`config.mk`:
```
export PLATFORM = sky130hd
export DESIGN_NAME = controller_nios2_qsys_0_oci_dct_sched
export DESIGN_NICKNAME = d
export VERILOG_FILES = /design/src/rtl/controller_oci_dct_pkg.sv /design/src/rtl/controller_nios2_qsys_0_oci_dct_rr_arb.sv /design/src/rtl/controller_nios2_qsys_0_oci_dct_sched.sv
export SDC_FILE = /design/constraint.sdc
export NUM_CORES = 1
export LEC_CHECK = 0
export ABC_CLOCK_PERIOD_IN_PS = 2400
export CAP_MARGIN = 40
export CORE_UTILIZATION = 46
export DETAILED_ROUTE_END_ITERATION = 10
export PLACE_DENSITY = 0.91
export SLEW_MARGIN = 30
export SYNTH_ARGS = -nofsm -noshare
export SYNTH_HDL_FRONTEND = slang
export SYNTH_SLANG_ARGS = --single-unit
```
`constraint.sdc`:
```
create_clock -name clk -period 2.4 [get_ports clk]
set_input_delay 0.36 -clock clk [delete_from_list [all_inputs] [get_ports clk]]
set_output_delay 0.36 -clock clk [all_outputs]
set_load 0.01 [all_outputs]
```
`src/rtl/controller_oci_dct_pkg.sv`:
```
// controller_oci_dct_pkg: shared scheduler state encoding and default geometry.
package controller_oci_dct_pkg;
    typedef logic [0:0] state_t;
    localparam state_t FILL = 1'b0;
    localparam state_t HOLD = 1'b1;
    localparam int FRAG_W_DEF = 6;
    localparam int NFRAG_DEF  = 5;
endpackage

```
`src/rtl/controller_nios2_qsys_0_oci_dct_rr_arb.sv`:
```
// controller_nios2_qsys_0_oci_dct_rr_arb: two-way trace arbiter, round-robin by default.
// Define CONTROLLER_OCI_DCT_FIXED_PRIO_EN for fixed A-over-B priority without a pointer.
module controller_nios2_qsys_0_oci_dct_rr_arb (
    input  logic clk,
    input  logic reset_n,
    input  logic req_a_i,
    input  logic req_b_i,
    input  logic accept_i,
    output logic gnt_a_o,
    output logic gnt_b_o
);
`ifdef CONTROLLER_OCI_DCT_FIXED_PRIO_EN
    logic unused_ok;
    assign unused_ok = ^{clk, reset_n, accept_i};
    assign gnt_a_o   = req_a_i;
`else
    // pref_b_q set means A won last, so B is preferred on a tie
    logic pref_b_q;
    always_ff @(posedge clk or negedge reset_n)
        if (!reset_n) pref_b_q <= 1'b0;
        else if (accept_i) pref_b_q <= gnt_a_o;
    assign gnt_a_o = req_a_i && (!req_b_i || !pref_b_q);
`endif
    assign gnt_b_o = req_b_i && !gnt_a_o;
endmodule

```
`src/rtl/controller_nios2_qsys_0_oci_dct_sched.sv`:
```
// controller_nios2_qsys_0_oci_dct_sched: packs A/B trace fragments into a buffer and hands it off.
// Arbitration becomes fixed priority when CONTROLLER_OCI_DCT_FIXED_PRIO_EN is defined.
module controller_nios2_qsys_0_oci_dct_sched
    import controller_oci_dct_pkg::*;
#(
    parameter int FRAG_W = FRAG_W_DEF,
    parameter int NFRAG  = NFRAG_DEF
) (
    input  logic                    clk,
    input  logic                    reset_n,
    input  logic                    a_valid,
    input  logic [FRAG_W-1:0]       a_frag,
    output logic                    a_ready,
    input  logic                    b_valid,
    input  logic [FRAG_W-1:0]       b_frag,
    output logic                    b_ready,
    input  logic                    test_ending,
    output logic [FRAG_W*NFRAG-1:0] dct_buffer,
    output logic [3:0]              dct_count,
    output logic                    dct_valid,
    input  logic                    dct_ready,
    output logic                    test_has_ended
);
    localparam int BW = FRAG_W * NFRAG;
    state_t            state_q, state_d;
    logic [BW-1:0]     buf_q, buf_d;
    logic [3:0]        cnt_q, cnt_d, cnt_acc;
    logic              pend_q, pend_d, flush_q, flush_d, ended_q, ended_d;
    logic              fill, gnt_a, gnt_b, accept, flush_req;
    logic [FRAG_W-1:0] frag;
    assign fill = reset_n && state_q == FILL;
    controller_nios2_qsys_0_oci_dct_rr_arb u_arb (
        .clk      (clk),
        .reset_n  (reset_n),
        .req_a_i  (a_valid && fill),
        .req_b_i  (b_valid && fill),
        .accept_i (accept),
        .gnt_a_o  (gnt_a),
        .gnt_b_o  (gnt_b)
    );
    assign accept    = gnt_a || gnt_b;
    assign frag      = gnt_a ? a_frag : b_frag;
    assign cnt_acc   = cnt_q + {3'b000, accept};
    assign flush_req = test_ending || pend_q;
    always_comb begin
        state_d = state_q;
        buf_d   = buf_q;
        cnt_d   = cnt_q;
        pend_d  = pend_q;
        flush_d = flush_q;
        ended_d = ended_q;
        if (state_q == FILL) begin
            for (int k = 0; k < NFRAG; k++)
                if (accept && cnt_q == 4'(k)) buf_d[k*FRAG_W +: FRAG_W] = frag;
            cnt_d  = cnt_acc;
            pend_d = 1'b0;
            if (cnt_acc == 4'(NFRAG) || (flush_req && cnt_acc != 4'd0)) begin
                state_d = HOLD;
                flush_d = flush_req;
            end else if (flush_req) ended_d = 1'b1;
        end else begin
            // a flush arriving while the consumer stalls waits for the next fill
            pend_d = pend_q || test_ending;
            if (dct_ready) begin
                state_d = FILL;
                buf_d   = '0;
                cnt_d   = '0;
                flush_d = 1'b0;
                ended_d = ended_q || flush_q;
            end
        end
    end
    always_ff @(posedge clk or negedge reset_n)
        if (!reset_n) begin
            state_q <= FILL;
            buf_q   <= '0;
            cnt_q   <= '0;
            pend_q  <= 1'b0;
            flush_q <= 1'b0;
            ended_q <= 1'b0;
        end else begin
            state_q <= state_d;
            buf_q   <= buf_d;
            cnt_q   <= cnt_d;
            pend_q  <= pend_d;
            flush_q <= flush_d;
            ended_q <= ended_d;
        end
    assign a_ready        = gnt_a;
    assign b_ready        = gnt_b;
    assign dct_buffer     = buf_q;
    assign dct_count      = cnt_q;
    assign dct_valid      = state_q == HOLD;
    assign test_has_ended = ended_q;
endmodule

```
==> metrics.txt <==
Worst R2R Path Depth=8; Global Route met2 Usage=0.358; die area=0.00416 sq mm; most used routing layer in global routing=met2; core occupancy in the finished layout=0.716; Pwr per Cell Area=~1300 mW/mm^2; share of synthesized flip-flops with an asynchronous set or reset=1.00; post-DP HPWL=3030 um; wire length of the first global-routing pass=around 7000 um; Mapped Area=0.00180 sq mm; number of setup buffers added after CTS=0; final non-filler cell area=0.00264 sq mm; total routing usage reported by global routing=0.231; std cell rows=22; number of violations of the max-capacitance limit=0; count of endpoints failing hold in the final timing report=0; clock net sink count=39; time the worst path needs with I/O delays and setup=roughly 2300 ps; count of antenna-violating nets left after detailed routing=0; post-synth net total=162; cell chosen for the clock root=clkbuf_8; global routing usage on met3=0.0511; P&R area growth vs syn=47.0%; number of I/O port buffers=55; required arrival time at the worst endpoint=2040 ps; total I/O pin count=56; wire per inst=17.2 um; TritonCTS clock tree=done; Post-Syn Area per Cell=12.6 sq um; Placeable Area=0.00369 sq mm; drt first pass iters=4; critical setup path kind=reg2out; worst min path class=in2async; Max Clock Freq=434 MHz; detailed-route wire length=roughly 4500 um; measured slew at the worst slew-check pin=around 540 ps; worst setup slack after layout=98.0 ps; share of synthesized area occupied by flip-flops and latches=0.544; worst vdd rail ir drop=0.000896 V; WP data arrival=approximately 1900 ps; number of endpoints failing setup at the final stage=0; die boundary height=64.5 um; LEAKAGE=1.15 nW; synth unique cells=28; vias after detailed routing=1420; number of synthesized flops with an enable pin=0; fill cell instance count of the final layout=280; max-slew headroom at the worst pin=0.636; number of synthesis warnings=0; clock slew seen by the registers of the worst setup and hold paths=80 ps; initial antenna violation count=0; last weighted congestion value of the routability-driven placer=0.849; DRT iter0 DRCs=47; outcome=completed; starting utilization of the core area=0.487; final-report max-slew violation count=0; antenna diode instance count=0; unrepaired setup endpoints after global routing=no; total placed instance area=0.00249 sq mm; via count of the first global-routing pass=1413; number of remaining DRC errors=0; Place WS=-218 ps; H-tree depth reported by CTS=2; maximum number of pins on one net before global-route repair=40; global route total overflow=0; filler-free cell count of the finished design=263; grt met1 use=0.297; Setup crit end kind=output pin; fraction of layout instances using a drive strength above 1=0.312; share of the cycle needed by the critical path after routing=0.959; type of origin of the critical path=flop; Setup Skew=around 7.5 ps; flops & latches, synth=39; die outline width=64.5 um; clock buffer count from CTS=5; most common flop cell mapped by yosys=dfrtp_1; critical-path maximum fanout=21; Placed Instances=255; maximum clock insertion buffer count=2; later-pin clock latency in the skew report=approximately 300 ps; Synth Instances=142; count of nets after finishing=234; per-cell via count in the routed design=5.40
==> registers in the layout, summed over array words and instances (netlist names) <==
| signal | count |
|---|---|
| dct_buffer | 30 |
| dct_count | 4 |
| dct_valid | 1 |
| flush_q | 1 |
| pend_q | 1 |
| test_has_ended | 1 |
| u_arb.pref_b_q | 1 |
==> synthesized netlist by cell type (2+ instances only) <==
master	instances	area, sq um
inv_1	7	26.3
o21ai_0	2	10.0
nor2_1	7	26.3
nand2_1	5	18.8
clkbuf_1	2	7.51
dfrtp_1	39	976
ha_1	2	25.0
nor2b_1	10	62.6
xor2_1	2	17.5
nor4_1	3	18.8
a21oi_1	5	25.0
nor3_1	3	15.0
a31oi_1	3	18.8
nand3_1	2	10.0
mux2_2	37	417
==> routing by layer <==
layer	vias to the layer above	wire (um)
met5	-	0
met4	0	107
met3	11	232
met2	45	2150
met1	716	2030
li1	648	-
==> cells in the final DEF, fill, tap and decap left out <==
master and instances:
nor2_1 6, a41oi_2 1, ha_1 1, clkbuf_8 6, a221o_1 1, nand2b_1 1, and2b_2 1, buf_2 1
inv_1 7, o21ai_0 2, nand3_1 2, clkdlybuf4s50_1 54, a21o_1 1, dfrtp_1 39, mux2_2 37, nor3_1 3
nor2_2 1, nor2b_1 10, o22ai_1 1, a21oi_1 5, a2111oi_4 1, nor4_1 3, nand3_4 1, clkinv_2 1
a31o_2 1, a31oi_1 3, nand2_1 5, mux2_4 1, bufinv_16 1, ha_4 1, o31ai_1 1, buf_4 13
xor2_1 2, and2_1 1
==> critical path, cell delays in order (launching register included) <==
cell             delay, ps
dfrtp_1                400
buf_4                  210
and2b_2                300
nand3_4                130
inv_1                   70
clkdlybuf4s50_1        520
==> report_power, final <==
part           internal [W]  switching [W]  leakage [nW]
sequential         0.000947       0.000209         0.487
clock              0.000336       0.000233        0.0612
combinational       0.00102       0.000734         0.606
==> stage by stage <==
step / setup TNS, ps / hold slack [ps] / total power (W)
after global placement: -157 / 480 / 0.00278
after floorplan: 0 / 64.4 / 0.00200
after detailed placement: -254 / 490 / 0.00285
after global routing: 0 / 227 / 0.00365
final: 0 / 175 / 0.00348
after CTS: 0 / 193 / 0.00343
==> final cells by class <==
class	instances	area [sq um]	share of cell area
inverters	7	26.3	0.00995
multi-input cells	93	817	0.309
clock buffers	6	82.6	0.0313
well taps	48	60.1	0.0227
flip-flops and latches	39	976	0.370
repair buffers	68	643	0.244
clock inverters	2	35.0	0.0133
==> kinds of logic after synthesis <==
family / Yosys count / synth area share
AOI/OAI and AO/OA: 17 / 0.0697
muxes: 38 / 0.240
and+or+nand+nor: 34 / 0.101
DFF: 39 / 0.544
adders and majority gates: 2 / 0.0139
xor gates and xnor gates: 2 / 0.00976
buffers and inverters: 10 / 0.0216
==> worst paths after layout <==
path	end	slack, ps	from
worst max register to register	dct_valid$_DFF_PN0_	260	dct_valid$_DFF_PN0_
min in group clk	dct_buffer[29]$_DFFE_PN0P_	510	dct_buffer[29]$_DFFE_PN0P_
worst max-delay path	a_ready	100	dct_valid$_DFF_PN0_
max in group asynchronous	flush_q$_DFFE_PN0P_	1890	reset_n
worst min-delay path	dct_buffer[14]$_DFFE_PN0P_	180	reset_n
worst min register to register	dct_buffer[29]$_DFFE_PN0P_	510	dct_buffer[29]$_DFFE_PN0P_
==> repair_timing <==
action	in CTS	in global routing
hold buffers	0	0
pin swaps	0	1
gates resized for setup	1	4
gates cloned	0	0
endpoints found under the setup margin	1	2
No activity file was read; power rests on OpenSTA's default activity.
